### config.mk
export PLATFORM = sky130hd
export DESIGN_NAME = lcd_bus_receiver
export DESIGN_NICKNAME = d
export VERILOG_FILES = /design/src/rtl/lcd_bus_receiver.sv
export SDC_FILE = /design/constraint.sdc
export NUM_CORES = 1
export LEC_CHECK = 0
export CAP_MARGIN = 40
export CORE_UTILIZATION = 35
export CTS_CLUSTER_SIZE = 30
export DETAILED_ROUTE_END_ITERATION = 7
export PLACE_DENSITY_LB_ADDON = 0.25
export REMOVE_ABC_BUFFERS = 1
export SLEW_MARGIN = 20
export SYNTH_ARGS = -nofsm -noshare
export SYNTH_HDL_FRONTEND = slang
export SYNTH_SLANG_ARGS = --single-unit
export TNS_END_PERCENT = 1
### constraint.sdc
create_clock -name iCLK -period 7.4 [get_ports iCLK]
set_input_delay 1.48 -clock iCLK [delete_from_list [all_inputs] [get_ports iCLK]]
set_output_delay 1.48 -clock iCLK [all_outputs]
set_load 0.01 [all_outputs]
### src/rtl/lcd_bus_receiver.sv
// Receiver for the HD44780-style 8-bit LCD write bus: decodes commands and data writes
// and keeps a readable 2x16 character mirror plus the display/entry-mode state.
module lcd_bus_receiver #(
  parameter int unsigned SYNC_STAGES = 2,
  parameter int unsigned CLR_CYCLES  = 32
) (
  input  logic       iCLK,
  input  logic       iRST_N,
  input  logic [7:0] LCD_DATA,
  input  logic       LCD_RW,
  input  logic       LCD_EN,
  input  logic       LCD_RS,
  input  logic [4:0] iRD_ADDR,
  output logic [7:0] oRD_CHAR,
  output logic [6:0] oADDR,
  output logic       oDISP_ON,
  output logic       oCUR_ON,
  output logic       oINC,
  output logic       oBUSY,
  output logic       oWR_STB,
  output logic       oOVERRUN
);

  localparam int unsigned BUS_W = 11;
  localparam int unsigned CELLS = 32;
  localparam int unsigned CNT_W = $clog2(CLR_CYCLES + 1);
  localparam logic [7:0]  BLANK = 8'h20;
  // EN stages reset high so a pulse already in flight at reset cannot look like a fresh fall
  localparam logic [BUS_W-1:0] BUS_RST = 11'h001;

  typedef enum logic [1:0] {S_IDLE, S_EXEC, S_CLEAR} state_t;

  state_t                              state_q, state_d;
  logic [SYNC_STAGES-1:0][BUS_W-1:0]   sync_q, sync_d;
  logic [1:0]                          en_hist_q, en_hist_d;
  logic                                armed_q, armed_d;
  logic [7:0]                          cmd_q, cmd_d;
  logic                                rs_q, rs_d;
  logic [6:0]                          addr_q, addr_d;
  logic                                disp_q, disp_d;
  logic                                cur_q, cur_d;
  logic                                inc_q, inc_d;
  logic                                busy_q, busy_d;
  logic                                wr_stb_q, wr_stb_d;
  logic                                overrun_q, overrun_d;
  logic [CNT_W-1:0]                    clr_cnt_q, clr_cnt_d;
  logic [7:0]                          rd_char_q, rd_char_d;
  logic [7:0]                          mirror_q [CELLS];

  logic [BUS_W-1:0] bus_last_c;
  logic             en_last_c, fall_c;
  logic             mem_we_c;
  logic [4:0]       mem_idx_c;
  logic [7:0]       mem_data_c;

  // DDRAM address step with the two-line wrap points
  function automatic logic [6:0] step_addr(input logic [6:0] a, input logic up);
    logic [6:0] r;
    if (up) begin
      if (a == 7'h27)      r = 7'h40;
      else if (a == 7'h67) r = 7'h00;
      else                 r = a + 7'd1;
    end else begin
      if (a == 7'h00)      r = 7'h67;
      else if (a == 7'h40) r = 7'h27;
      else                 r = a - 7'd1;
    end
    return r;
  endfunction

  always_comb begin
    sync_d     = {sync_q[SYNC_STAGES-2:0], {LCD_DATA, LCD_RS, LCD_RW, LCD_EN}};
    bus_last_c = sync_q[SYNC_STAGES-1];
    en_last_c  = bus_last_c[0];
    en_hist_d  = {en_hist_q[0], en_last_c};
    armed_d    = armed_q | ~en_last_c;
    // Accept only falls after EN was seen high for two cycles and low at least once since reset
    fall_c     = armed_q & en_hist_q[1] & en_hist_q[0] & ~en_last_c;
    rd_char_d  = mirror_q[iRD_ADDR];

    state_d    = state_q;
    cmd_d      = cmd_q;
    rs_d       = rs_q;
    addr_d     = addr_q;
    disp_d     = disp_q;
    cur_d      = cur_q;
    inc_d      = inc_q;
    busy_d     = busy_q;
    wr_stb_d   = 1'b0;
    overrun_d  = overrun_q;
    clr_cnt_d  = clr_cnt_q;
    mem_we_c   = 1'b0;
    mem_idx_c  = 5'd0;
    mem_data_c = BLANK;

    if (fall_c && !bus_last_c[1]) begin
      if (busy_q) begin
        overrun_d = 1'b1;
      end else if (state_q == S_IDLE) begin
        cmd_d   = bus_last_c[10:3];
        rs_d    = bus_last_c[2];
        state_d = S_EXEC;
      end
    end

    case (state_q)
      S_EXEC: begin
        state_d = S_IDLE;
        if (rs_q) begin
          wr_stb_d = 1'b1;
          if (addr_q[6:4] == 3'b000) begin
            mem_we_c   = 1'b1;
            mem_idx_c  = {1'b0, addr_q[3:0]};
            mem_data_c = cmd_q;
          end else if (addr_q[6:4] == 3'b100) begin
            mem_we_c   = 1'b1;
            mem_idx_c  = {1'b1, addr_q[3:0]};
            mem_data_c = cmd_q;
          end
          addr_d = step_addr(addr_q, inc_q);
        end else begin
          casez (cmd_q)
            8'b1???????: addr_d = cmd_q[6:0];
            8'b0001????: if (!cmd_q[3]) addr_d = step_addr(addr_q, cmd_q[2]);
            8'b00001???: begin
              disp_d = cmd_q[2];
              cur_d  = cmd_q[1];
            end
            8'b000001??: inc_d = cmd_q[1];
            8'b0000001?: addr_d = 7'h00;
            8'b00000001: begin
              state_d   = S_CLEAR;
              busy_d    = 1'b1;
              clr_cnt_d = '0;
            end
            default: ;
          endcase
        end
      end
      S_CLEAR: begin
        if (clr_cnt_q < CNT_W'(CELLS)) begin
          mem_we_c   = 1'b1;
          mem_idx_c  = clr_cnt_q[4:0];
          mem_data_c = BLANK;
        end
        if (clr_cnt_q == CNT_W'(CELLS - 1)) begin
          addr_d = 7'h00;
          inc_d  = 1'b1;
        end
        if (clr_cnt_q == CNT_W'(CLR_CYCLES - 1)) begin
          state_d = S_IDLE;
          busy_d  = 1'b0;
        end else begin
          clr_cnt_d = clr_cnt_q + CNT_W'(1);
        end
      end
      default: ;
    endcase
  end

  always_ff @(posedge iCLK or negedge iRST_N) begin
    if (!iRST_N) begin
      state_q   <= S_IDLE;
      for (int i = 0; i < int'(SYNC_STAGES); i++) sync_q[i] <= BUS_RST;
      en_hist_q <= 2'b11;
      armed_q   <= 1'b0;
      cmd_q     <= 8'h00;
      rs_q      <= 1'b0;
      addr_q    <= 7'h00;
      disp_q    <= 1'b0;
      cur_q     <= 1'b0;
      inc_q     <= 1'b1;
      busy_q    <= 1'b0;
      wr_stb_q  <= 1'b0;
      overrun_q <= 1'b0;
      clr_cnt_q <= '0;
      rd_char_q <= BLANK;
    end else begin
      state_q   <= state_d;
      sync_q    <= sync_d;
      en_hist_q <= en_hist_d;
      armed_q   <= armed_d;
      cmd_q     <= cmd_d;
      rs_q      <= rs_d;
      addr_q    <= addr_d;
      disp_q    <= disp_d;
      cur_q     <= cur_d;
      inc_q     <= inc_d;
      busy_q    <= busy_d;
      wr_stb_q  <= wr_stb_d;
      overrun_q <= overrun_d;
      clr_cnt_q <= clr_cnt_d;
      rd_char_q <= rd_char_d;
    end
  end

  // Character mirror; a same-cycle read sees the pre-write value
  always_ff @(posedge iCLK or negedge iRST_N) begin
    if (!iRST_N) begin
      for (int i = 0; i < int'(CELLS); i++) mirror_q[i] <= BLANK;
    end else if (mem_we_c) begin
      mirror_q[mem_idx_c] <= mem_data_c;
    end
  end

  assign oRD_CHAR = rd_char_q;
  assign oADDR    = addr_q;
  assign oDISP_ON = disp_q;
  assign oCUR_ON  = cur_q;
  assign oINC     = inc_q;
  assign oBUSY    = busy_q;
  assign oWR_STB  = wr_stb_q;
  assign oOVERRUN = overrun_q;

endmodule

==> run metrics <==
met2 usage in global routing=0.271; worst path required time=7800 ps; nets@finish=1,033; share of layout cells above drive strength 1=0.495; global route total overflow=0; Final ANT Viol Nets=0; io pins=39; Final Cycle Share=0.495; CTS clock-pin slew for the worst setup and hold paths=50 ps; synthesized area per cell=15.3 sq um; # setup viols final=0; first-pass GRT wire length=56.9 mm; Max clock buf depth=3; Post-CTS Setup Repair Bufs=0; # hold bufs at CTS=0; die width=209 microns; CTS root buffer=clkbuf_16; status=finished, final reports clean; slew margin rel.=0.360; count of pins over their slew limit=0; crit-path max FO=18; clock sink total=319; initial antenna violation count=0; XOR/XNOR share of the synthesized area=0.00468; asr flop ratio synth=1.00; Final TNS setup=0 ps; Synth Area in Adders=0.00586; Distinct cells, synth=70; routed len/inst=22.6 microns; TritonRoute pass-1 iters=5; Synth Area in Compound Gates=0.0308; crit path buf inv count=1; Post-Synthesis Cells=980; RD Place Congestion=0.789; clock skew=20.2 ps; synth-to-layout area growth=15.2%; final WL=35.6 mm; Worst setup SP type=register; total power=4.51 mW; maximum vdd drop=0.000176 V; most crowded layer after global routing=met2; Fin. Hold Viols=0; GRT Overall Usage=0.171; core area=0.0420 sq mm; mapped cell area=0.0150 sq mm; commonest non-fill, non-tap cell in the layout=dfrtp_1; synthesized-area fraction occupied by and/or/nand/nor cells=0.0673; Die H=209 microns; vias per cell=5.38; Fillers=3,859; Via Count=8,469; Hold Path Class=reg -> reg; critical path's slowest cell=and4bb_1; Iteration-0 DRC Markers=432; met3 Use GR=0.0216; worst-margin pin slew=961 ps; fmax=273 MHz; Seq cells post-synth=319; synth warn=0; MaxCap Viol Count=0; Hold Crit Depth=0; FF-to-FF path depth=7; EDFF count, synth=0; P_leak=7.81 nW; port bufs=38; Cell Chain, Critical Path=inv_1 > ha_1 > and4bb_1 > a22o_1 > and4_1 > nand2_1 > mux2_2; Std-Cell Rows=75; H-tree Lvls=2; number of cells on the critical path=7; pin count of the biggest net entering global routing=159; Setup Crit Path Kind=reg -> reg; Worst Path Arrival=4070 ps; die footprint=0.0436 sq mm; vias in the first global route=8,988; largest family of logic cells by synthesized area=multiplexers; Initial Util=0.356; total CTS buffers=38; CTS tree=built; Seq/Total Area, Yosys=0.537; RSZ-0062 raised after global routing=false; Clk Latency, worst-skew pair=530 ps; Top FF cell, synth=dfrtp_1; crit-path max cell delay=680 ps; Tmin final=3670 ps; ant diodes=0; # DRC=0; post-cts resize count=0; most frequent cells in the layout=281 x dfrtp_1, 271 x mux2_2, 80 x mux4_2, 39 x clkbuf_16, 38 x dfstp_2; CP Capture Type=register; mux cell area share after synthesis=0.332; dpl hpwl=22.3 mm; GR Util met1=0.247; PwrDens=262 mW/mm^2; CP delay by family, top=simple AND/OR/NAND/NOR gates
## through the flow
stage	hold slack, ps	cells	utilization	area [sq um]	setup WS, ps
global route	344	1575	0.410	17200	3470
floorplan	331	910	-	14700	4330
detailed placement	335	1506	0.379	15900	3080
finish	345	1575	0.410	17200	3730
CTS	346	1574	0.410	17200	3630
global placement	333	1500	0.376	15800	3080
## power by group
| group | switching, mW | internal [mW] |
|---|---|---|
| combinational | 0.322 | 0.259 |
| clock | 0.735 | 1.20 |
| sequential | 0.175 | 1.82 |
| total | 1.23 | 3.28 |
## synthesized netlist by cell type, drive strengths merged, types with 11 or more instances
cell	count	area (sq um)
buf	22	120
clkbuf	48	180
dfrtp	281	7030
dfstp	38	998
inv	11	41.3
mux2	276	3110
mux4	80	1800
nand2	15	56.3
nand3	30	230
nor2	24	108
nor3	19	201
o21ai	12	60.1
## worst paths after layout
path	startpoint	endpoint	slack [ps]
max in group asynchronous	iRST_N	mirror_q[247]	5150
max	state_q[1]	mirror_q[211]	3730
min reg2reg	sync_d[15]	bus_last_c[4]	350
max reg2reg	state_q[1]	mirror_q[211]	3730
min	sync_d[15]	bus_last_c[4]	350
min in group asynchronous	iRST_N	sync_d[12]	930
## registers in the layout, summed over array words and instances (netlist names), 2 cells and up
signal and flops:
bus_last_c 11, mirror_q 256, cmd_q 8, oRD_CHAR 8, clr_cnt_q 6, oADDR 7, sync_d 11, state_q 2
en_hist_q 2
## area by class of cell
| cell class | count | area (sq um) | share of cell area |
|---|---|---|---|
| Timing Repair Buffer | 58 | 593 | 0.0344 |
| Tap cell | 539 | 674 | 0.0391 |
| Clock inverter | 11 | 171 | 0.00995 |
| Clock buffer | 57 | 1130 | 0.0658 |
| Sequential cell | 319 | 8030 | 0.466 |
| Multi-Input combinational cell | 580 | 6590 | 0.382 |
| Inverter | 11 | 41.3 | 0.00240 |
## cells by family (layout without fill, tap and decap cells)
family | count (synthesis) | count (layout)
mux | 361 | 361
xor+xnor | 8 | 8
flops | 319 | 319
compound gates | 59 | 59
simple gates | 145 | 145
fa+ha+maj | 7 | 7
buf+inv | 81 | 137
## routing by layer
metal	part of all wire	wire, microns	up-vias
li1	-	-	3736
met1	0.47	16800	4531
met2	0.48	16900	156
met3	0.032	1130	46
met4	0.020	699	0
met5	0	0	-
(Power assumes the default switching activity.)
